<file path="src/rtl/enokida_cache_pkg.sv">
// Shared types and geometry helpers for the enokida direct-mapped cache.
package enokida_cache_pkg;

  typedef enum logic [2:0] {
    ST_IDLE     = 3'd0,
    ST_MEM_REQ  = 3'd1,
    ST_MEM_WAIT = 3'd2,
    ST_RESP     = 3'd3,
    ST_PF_REQ   = 3'd4,
    ST_PF_WAIT  = 3'd5
  } cache_state_e;

  function automatic int idx_width(input int num_lines);
    return $clog2(num_lines);
  endfunction

  function automatic int tag_width(input int addr_width, input int num_lines);
    return addr_width - $clog2(num_lines) - 2;
  endfunction

  function automatic logic [31:0] sat_inc(input logic [31:0] value);
    if (value == 32'hFFFF_FFFF) begin
      return value;
    end else begin
      return value + 32'd1;
    end
  endfunction

endpackage

</file>
<file path="src/rtl/enokida_hint_fifo.sv">
// Show-ahead FIFO of prefetch hint addresses; a push into a full FIFO is
// accepted only when a pop happens in the same cycle.
module enokida_hint_fifo #(
  parameter int ADDR_WIDTH = 16,
  parameter int HINT_DEPTH = 4
) (
  input  logic                  clk,
  input  logic                  rst,
  input  logic                  push,
  input  logic [ADDR_WIDTH-1:0] push_addr,
  input  logic                  pop,
  output logic [ADDR_WIDTH-1:0] pop_addr,
  output logic                  full,
  output logic                  empty
);

  localparam int PW = $clog2(HINT_DEPTH);
  localparam logic [PW:0] PTR_ONE = {{PW{1'b0}}, 1'b1};

  logic [ADDR_WIDTH-1:0] mem_r [HINT_DEPTH];
  logic [PW:0]           wr_ptr_r;
  logic [PW:0]           rd_ptr_r;
  logic                  do_pop_s;
  logic                  do_push_s;

  assign empty     = (wr_ptr_r == rd_ptr_r);
  assign full      = (wr_ptr_r[PW] != rd_ptr_r[PW]) && (wr_ptr_r[PW-1:0] == rd_ptr_r[PW-1:0]);
  assign do_pop_s  = pop & ~empty;
  assign do_push_s = push & (~full | do_pop_s);
  assign pop_addr  = mem_r[rd_ptr_r[PW-1:0]];

  // read/write pointers
  always_ff @(posedge clk or posedge rst) begin
    if (rst) begin
      wr_ptr_r <= {(PW+1){1'b0}};
      rd_ptr_r <= {(PW+1){1'b0}};
    end else begin
      if (do_push_s) wr_ptr_r <= wr_ptr_r + PTR_ONE;
      if (do_pop_s)  rd_ptr_r <= rd_ptr_r + PTR_ONE;
    end
  end

  // hint storage
  always_ff @(posedge clk) begin
    if (do_push_s) mem_r[wr_ptr_r[PW-1:0]] <= push_addr;
  end

endmodule

</file>
<file path="src/rtl/enokida_dm_cache.sv">
// Direct-mapped write-through data cache with trace-driven prefetch.
// Optional statistics counters are built when ENOKIDA_CACHE_STATS_EN is defined.
module enokida_dm_cache
  import enokida_cache_pkg::*;
#(
  parameter int ADDR_WIDTH      = 16,
  parameter int DATA_WIDTH      = 32,
  parameter int NUM_LINES       = 64,
  parameter int HINT_DEPTH      = 4,
  parameter int TRACE_ADDR_LSB  = 32,
  parameter int TRACE_VALID_BIT = 127
) (
  input  logic                    clk,
  input  logic                    rst,
  input  logic                    proc_cache_data_req_i,
  input  logic [ADDR_WIDTH-1:0]   proc_cache_data_addr_i,
  input  logic                    proc_cache_data_we_i,
  input  logic [DATA_WIDTH/8-1:0] proc_cache_data_be_i,
  input  logic [DATA_WIDTH-1:0]   proc_cache_data_wdata_i,
  output logic                    proc_cache_data_gnt_o,
  output logic                    proc_cache_data_rvalid_o,
  output logic [DATA_WIDTH-1:0]   proc_cache_data_rdata_o,
  input  logic                    cache_mem_data_gnt_i,
  input  logic                    cache_mem_data_rvalid_i,
  input  logic [DATA_WIDTH-1:0]   cache_mem_data_rdata_i,
  output logic                    cache_mem_data_req_o,
  output logic [ADDR_WIDTH-1:0]   cache_mem_data_addr_o,
  output logic                    cache_mem_data_we_o,
  output logic [DATA_WIDTH/8-1:0] cache_mem_data_be_o,
  output logic [DATA_WIDTH-1:0]   cache_mem_data_wdata_o,
  input  logic [127:0]            trace_in,
  input  logic                    trace_capture_enable,
  input  logic                    lock
`ifdef ENOKIDA_CACHE_STATS_EN
  ,
  output logic [31:0]             stat_hits_o,
  output logic [31:0]             stat_misses_o,
  output logic [31:0]             stat_pf_fills_o,
  output logic [31:0]             stat_hint_drops_o
`endif
);

  localparam int IDX   = idx_width(NUM_LINES);
  localparam int TAG_W = tag_width(ADDR_WIDTH, NUM_LINES);
  localparam int BE_W  = DATA_WIDTH / 8;

  cache_state_e            state_r;
  logic [NUM_LINES-1:0]    valid_r;
  logic [TAG_W-1:0]        tag_r  [NUM_LINES];
  logic [DATA_WIDTH-1:0]   data_r [NUM_LINES];

  logic                    mem_req_r;
  logic [ADDR_WIDTH-1:0]   mem_addr_r;
  logic                    mem_we_r;
  logic [BE_W-1:0]         mem_be_r;
  logic [DATA_WIDTH-1:0]   mem_wdata_r;
  logic                    rvalid_r;
  logic [DATA_WIDTH-1:0]   rdata_r;

  logic [IDX-1:0]          req_idx_s, hint_idx_s, mem_idx_s, line_idx_s;
  logic [TAG_W-1:0]        req_tag_s, hint_tag_s, mem_tag_s, line_tag_s;
  logic [DATA_WIDTH-1:0]   req_line_s, merged_s, line_data_s;
  logic                    req_hit_s, hint_hit_s, line_we_s, idle_s, gnt_s;
  logic [ADDR_WIDTH-1:0]   hint_addr_s;
  logic                    hint_push_s, hint_pop_s, hint_full_s, hint_empty_s;
  logic                    unused_s;

  assign idle_s      = (state_r == ST_IDLE);
  assign gnt_s       = proc_cache_data_req_i & idle_s & ~rst;
  assign hint_push_s = trace_capture_enable & trace_in[TRACE_VALID_BIT];
  assign hint_pop_s  = idle_s & ~proc_cache_data_req_i & ~hint_empty_s;
  assign unused_s    = ^{trace_in, proc_cache_data_addr_i[1:0], hint_addr_s[1:0], hint_full_s};

  enokida_hint_fifo #(
    .ADDR_WIDTH (ADDR_WIDTH),
    .HINT_DEPTH (HINT_DEPTH)
  ) u_hint_fifo (
    .clk       (clk),
    .rst       (rst),
    .push      (hint_push_s),
    .push_addr (trace_in[TRACE_ADDR_LSB +: ADDR_WIDTH]),
    .pop       (hint_pop_s),
    .pop_addr  (hint_addr_s),
    .full      (hint_full_s),
    .empty     (hint_empty_s)
  );

  // tag lookups, byte merge and the single line write port
  always_comb begin
    req_idx_s  = proc_cache_data_addr_i[IDX+1:2];
    req_tag_s  = proc_cache_data_addr_i[ADDR_WIDTH-1:IDX+2];
    hint_idx_s = hint_addr_s[IDX+1:2];
    hint_tag_s = hint_addr_s[ADDR_WIDTH-1:IDX+2];
    mem_idx_s  = mem_addr_r[IDX+1:2];
    mem_tag_s  = mem_addr_r[ADDR_WIDTH-1:IDX+2];
    req_line_s = data_r[req_idx_s];
    req_hit_s  = valid_r[req_idx_s] && (tag_r[req_idx_s] == req_tag_s);
    hint_hit_s = valid_r[hint_idx_s] && (tag_r[hint_idx_s] == hint_tag_s);
    merged_s   = req_line_s;
    for (int b = 0; b < BE_W; b++) begin
      if (proc_cache_data_be_i[b]) begin
        merged_s[8*b +: 8] = proc_cache_data_wdata_i[8*b +: 8];
      end else begin
        merged_s[8*b +: 8] = req_line_s[8*b +: 8];
      end
    end
    line_we_s   = 1'b0;
    line_idx_s  = req_idx_s;
    line_tag_s  = req_tag_s;
    line_data_s = merged_s;
    if (gnt_s && proc_cache_data_we_i && req_hit_s) begin
      line_we_s = 1'b1;
    end else if ((((state_r == ST_MEM_WAIT) && !mem_we_r) || (state_r == ST_PF_WAIT))
                 && cache_mem_data_rvalid_i && !lock) begin
      line_we_s   = 1'b1;
      line_idx_s  = mem_idx_s;
      line_tag_s  = mem_tag_s;
      line_data_s = cache_mem_data_rdata_i;
    end else begin
      line_we_s = 1'b0;
    end
  end

  // line valid bits
  always_ff @(posedge clk or posedge rst) begin
    if (rst) begin
      valid_r <= {NUM_LINES{1'b0}};
    end else if (line_we_s) begin
      valid_r[line_idx_s] <= 1'b1;
    end
  end

  // line tag and data storage
  always_ff @(posedge clk) begin
    if (line_we_s) begin
      tag_r[line_idx_s]  <= line_tag_s;
      data_r[line_idx_s] <= line_data_s;
    end
  end

  // control FSM with registered processor and memory outputs
  always_ff @(posedge clk or posedge rst) begin
    if (rst) begin
      state_r     <= ST_IDLE;
      mem_req_r   <= 1'b0;
      mem_addr_r  <= {ADDR_WIDTH{1'b0}};
      mem_we_r    <= 1'b0;
      mem_be_r    <= {BE_W{1'b0}};
      mem_wdata_r <= {DATA_WIDTH{1'b0}};
      rvalid_r    <= 1'b0;
      rdata_r     <= {DATA_WIDTH{1'b0}};
    end else begin
      case (state_r)
        ST_IDLE: begin
          if (proc_cache_data_req_i) begin
            if (!proc_cache_data_we_i && req_hit_s) begin
              rvalid_r <= 1'b1;
              rdata_r  <= req_line_s;
              state_r  <= ST_RESP;
            end else begin
              mem_req_r   <= 1'b1;
              mem_addr_r  <= proc_cache_data_addr_i;
              mem_we_r    <= proc_cache_data_we_i;
              mem_be_r    <= proc_cache_data_be_i;
              mem_wdata_r <= proc_cache_data_wdata_i;
              state_r     <= ST_MEM_REQ;
            end
          end else if (!hint_empty_s && !hint_hit_s && !lock) begin
            mem_req_r   <= 1'b1;
            mem_addr_r  <= hint_addr_s;
            mem_we_r    <= 1'b0;
            mem_be_r    <= {BE_W{1'b1}};
            mem_wdata_r <= {DATA_WIDTH{1'b0}};
            state_r     <= ST_PF_REQ;
          end else begin
            state_r <= ST_IDLE;
          end
        end
        ST_MEM_REQ: begin
          if (cache_mem_data_gnt_i) begin
            mem_req_r <= 1'b0;
            state_r   <= ST_MEM_WAIT;
          end
        end
        ST_MEM_WAIT: begin
          if (cache_mem_data_rvalid_i) begin
            rvalid_r <= 1'b1;
            rdata_r  <= mem_we_r ? {DATA_WIDTH{1'b0}} : cache_mem_data_rdata_i;
            state_r  <= ST_RESP;
          end
        end
        ST_RESP: begin
          rvalid_r <= 1'b0;
          rdata_r  <= {DATA_WIDTH{1'b0}};
          state_r  <= ST_IDLE;
        end
        ST_PF_REQ: begin
          if (cache_mem_data_gnt_i) begin
            mem_req_r <= 1'b0;
            state_r   <= ST_PF_WAIT;
          end
        end
        ST_PF_WAIT: begin
          if (cache_mem_data_rvalid_i) state_r <= ST_IDLE;
        end
        default: begin
          mem_req_r <= 1'b0;
          rvalid_r  <= 1'b0;
          state_r   <= ST_IDLE;
        end
      endcase
    end
  end

  assign proc_cache_data_gnt_o    = gnt_s;
  assign proc_cache_data_rvalid_o = rvalid_r;
  assign proc_cache_data_rdata_o  = rdata_r;
  assign cache_mem_data_req_o     = mem_req_r;
  assign cache_mem_data_addr_o    = mem_addr_r;
  assign cache_mem_data_we_o      = mem_we_r;
  assign cache_mem_data_be_o      = mem_be_r;
  assign cache_mem_data_wdata_o   = mem_wdata_r;

`ifdef ENOKIDA_CACHE_STATS_EN
  logic [31:0] hits_r, misses_r, pf_fills_r, drops_r;

  // saturating event counters
  always_ff @(posedge clk or posedge rst) begin
    if (rst) begin
      hits_r     <= 32'd0;
      misses_r   <= 32'd0;
      pf_fills_r <= 32'd0;
      drops_r    <= 32'd0;
    end else begin
      if (gnt_s && !proc_cache_data_we_i && req_hit_s)  hits_r   <= sat_inc(hits_r);
      if (gnt_s && !proc_cache_data_we_i && !req_hit_s) misses_r <= sat_inc(misses_r);
      if ((state_r == ST_PF_WAIT) && cache_mem_data_rvalid_i && !lock) pf_fills_r <= sat_inc(pf_fills_r);
      if (hint_push_s && hint_full_s && !hint_pop_s) drops_r <= sat_inc(drops_r);
    end
  end

  assign stat_hits_o       = hits_r;
  assign stat_misses_o     = misses_r;
  assign stat_pf_fills_o   = pf_fills_r;
  assign stat_hint_drops_o = drops_r;
`endif

endmodule
</file>
<file path="config.mk">
export PLATFORM = sky130hd
export DESIGN_NAME = enokida_dm_cache
export DESIGN_NICKNAME = d
export VERILOG_FILES = /design/src/rtl/enokida_cache_pkg.sv /design/src/rtl/enokida_hint_fifo.sv /design/src/rtl/enokida_dm_cache.sv
export SDC_FILE = /design/constraint.sdc
export NUM_CORES = 2
export LEC_CHECK = 0
export CORE_ASPECT_RATIO = 1.2
export CORE_UTILIZATION = 46
export CTS_BUF_LIST = sky130_fd_sc_hd__clkbuf_4
export CTS_CLUSTER_DIAMETER = 150
export DETAILED_ROUTE_END_ITERATION = 8
export HOLD_SLACK_MARGIN = 0.02
export PLACE_DENSITY = 0.61
export SYNTH_ARGS = -nofsm -noshare
export SYNTH_HDL_FRONTEND = slang
export SYNTH_SLANG_ARGS = --single-unit
</file>
<file path="constraint.sdc">
create_clock -name clk -period 9.3 [get_ports clk]
set_clock_uncertainty 0.2 [all_clocks]
set_input_delay 0.93 -clock clk [delete_from_list [all_inputs] [get_ports clk]]
set_output_delay 0.93 -clock clk [all_outputs]
set_load 0.05 [all_outputs]
</file>
==> results.ini <==
[cts]
cts_tree=yes
cts_resized=0
cts.hold.buffers_added=55
clk_latency_ns=1.37
numCtsBuffers=697
numClockSinks=2784
cts-root-buf=clkbuf_4
clock_path_buffers=4
post_cts.repair.setup_buffers=0
clk_pin_slew_ns=0.07
htreeDepth=6

[yosys]
yosysSeqAreaShare_pct=73.2
async_flop_share_pct=5.75
avgSynthCellArea_um2=21.1
synth_mux_area_share_pct=20.5
synth-main-ff-cell=edfxtp_1
syn_inst=5357
synthSimpleGateAreaFrac_pct=2.66
syn-cell-area_um2=113000
synth_fp_nets=5582
synth_compound_area_share_pct=1.98
synth_top_family_by_area=multiplexers
synthAdderAreaFrac_pct=0.0553
ys_types=72
synth-seq-cells=2784
synth-warning-count=0
yosys.area_share.xor_xnor_pct=0.248
synth_edf_count=2624

[layout]
fin_nets=6425
final_cell_mix=2624 x edfxtp_1, 1000 x clkbuf_4, 879 x mux4_2, 286 x nand2_1, 236 x mux2i_1
layout_commonest_cell=edfxtp_1
n_fill_cell=19226
postLayoutCoreUtil_pct=53.0
area_delta_synth_final_pct=14.6
layout.cells.non_filler=9907
drive_above_1_share_pct=36.0

[sta]
finalSetupTns_ns=0
relSlewSlack_pct=11.5
tightest_slew_ns=1.33
rsz0062_at_grt=no
drv_slew=0
post-route-period-util_pct=71.5
fmax_ghz=0.150
hold_viol_final=0
setup_viol=0
fin_crit_ns=6.65

[drt]
routed_wl_um=343000
viasPerCell=6.22
wl_per_cell_um=34.6
drtPass1Iterations=6
drtAntennaViolNets=0
vias=61631
drc_errors=0
drt_iter0_drc=7142

[setup_path]
rr_endpoint=cache_mem_data_addr_o[14]$_DFFE_PP0P_
end_kind=flip-flop
startpoint_type=flip-flop
crit_arrival_ns=7.67
cp.required_ns=10.32
r2r-start=u_hint_fifo.rd_ptr_r[0]$_DFFE_PP0P_
path_max_fanout=38
worstSetupPathType=reg -> reg
reg2regPathDepth=14
reg2reg_slack_ns=2.65

[min_path]
min_to=proc_cache_data_rdata_o[24]$_DFFE_PP0P_
hold_path_class=in -> reg
min-delay-start=cache_mem_data_rdata_i[24]
worstHoldPathCells=3

[global_routing]
grt_antenna_before_repair=8
grt_pass1_vias=63035
grt_use_total_pct=27.7
overflow=0
grt_max_degree=113
grt_pass1_wl_um=478000

[die]
core-area_um2=245000
initial_core_util_pct=46.2
die_x_um=455
num_rows=199
dieArea_um2=248000
ios=308
fp.dieH_um=545

[pwr]
power_density_nw_per_um2=242
total_power_mw=31.4
ir_drop_v=0.000281
p_leak_nw=42.9

[run]
drv_cap=0

[placed_design]
port_buffers=196
place.detailed.hpwl_um=194000
dpl.cell_count=8661
gp_congestion=0.871

[status]
status=finished clean

-- worst max-delay path: stages (launching register included) --
cell and delay [ns]:
dfrtp_1 0.43, mux4_2 0.53, buf_4 0.34, nand2b_1 0.73, nor2_1 0.42, buf_4 0.29, a22oi_1 0.21, nand4_1 0.17
a21oi_1 0.93, xnor2_1 0.13, o32ai_1 0.68, a31oi_4 0.14, buf_4 0.30, nor2_4 0.57, mux2_2 0.40
-- final cells by class --
type	count	area (um^2)	area share, %
Antenna cell	9	22.5	0.0174
Clock buffer	1000	7510	5.79
Clock inverter	181	1050	0.812
Inverter	48	195	0.150
Multi-Input combinational cell	2198	29500	22.8
Sequential cell	2784	82800	63.8
Tap cell	3216	4020	3.10
Timing Repair Buffer	471	4590	3.54
-- per-stage QoR --
step	hold slack [ns]	worst slack [ns]	instance area [um^2]
5_1_grt	0.120	2.55	130000
4_1_cts	0.0213	2.84	130000
6_report	0.170	2.65	130000
3_3_place_gp	0.264	1.59	121000
2_1_floorplan	0.242	1.12	113000
3_5_place_dp	0.275	1.59	121000
-- sequential cells by signal, indices dropped and copies added, names as in the netlist --
register,count
u_hint_fifo.mem_r,64
state_r,3
u_hint_fifo.rd_ptr_r,3
valid_r,64
cache_mem_data_req_o,1
cache_mem_data_we_o,1
cache_mem_data_wdata_o,32
data_r,2048
proc_cache_data_rdata_o,32
tag_r,512
proc_cache_data_rvalid_o,1
cache_mem_data_addr_o,16
cache_mem_data_be_o,4
u_hint_fifo.wr_ptr_r,3
-- how the worst max path moves through the flow --
stage | end | slack [ns] | cells past startpoint | from
6_report | cache_mem_data_addr_o[14]$_DFFE_PP0P_ | 2.65 | 14 | u_hint_fifo.rd_ptr_r[0]$_DFFE_PP0P_
5_1_grt | data_r[57][29]$_DFFE_PP_ | 2.55 | 13 | proc_cache_data_addr_i[2]
4_1_cts | cache_mem_data_addr_o[9]$_DFFE_PP0P_ | 2.84 | 14 | u_hint_fifo.rd_ptr_r[0]$_DFFE_PP0P_
3_5_place_dp | data_r[46][28]$_DFFE_PP_ | 1.59 | 10 | proc_cache_data_addr_i[2]
3_3_place_gp | data_r[57][5]$_DFFE_PP_ | 1.59 | 13 | proc_cache_data_addr_i[2]
2_1_floorplan | data_r[2][0]$_DFFE_PP_ | 1.12 | 6 | rst
-- cells by family (layout without fill, tap and decap cells) --
| kind of cell | after synthesis | in the layout |
|---|---|---|
| flops | 2784 | 2784 |
| mux | 1200 | 1200 |
| simple gates | 632 | 632 |
| buf+inv | 375 | 1700 |
| compound gates | 329 | 329 |
| xor+xnor | 32 | 32 |
| fa+ha+maj | 5 | 5 |
| other cells | 0 | 9 |
-- synth_stat cells (all sizes together) (11+ instances only) --
cell type	number	area, um^2
a22o	24	210
buf	152	793
nand2	289	1080
a21oi	59	310
inv	46	173
mux4	882	19900
a31oi	17	106
xor2	16	140
edfxtp	2624	78800
o31ai	33	248
a211oi	23	173
mux2i	236	2360
nor3	25	125
a221oi	11	96.3
nand3	34	170
mux2	82	923
nor2	72	278
nor2b	18	113
xnor2	16	140
and3	66	413
a22oi	15	113
o22ai	18	113
nand4	14	87.6
or2	67	419
clkbuf	175	657
o21ai	71	355
dfrtp	160	4000
and2	24	150
-- routing by layer --
metal / up-vias / share of wire [%] / global-route usage, %
met5: - / 0.0079 / 0
met3: 699 / 8.1 / 5.37
met4: 4 / 5.1 / 13.4
met2: 3290 / 49 / 44.2
li1: 24628 / - / -
met1: 33010 / 38 / 36.5
-- power breakdown --
part	internal, mW	switching, mW	total, mW	leakage, nW
clock	5.22	4.92	10.1	5.09
sequential	14.6	0.231	14.8	25.7
combinational	2.15	4.32	6.47	12.1
Note: power is estimated with default switching activity, not from simulation.
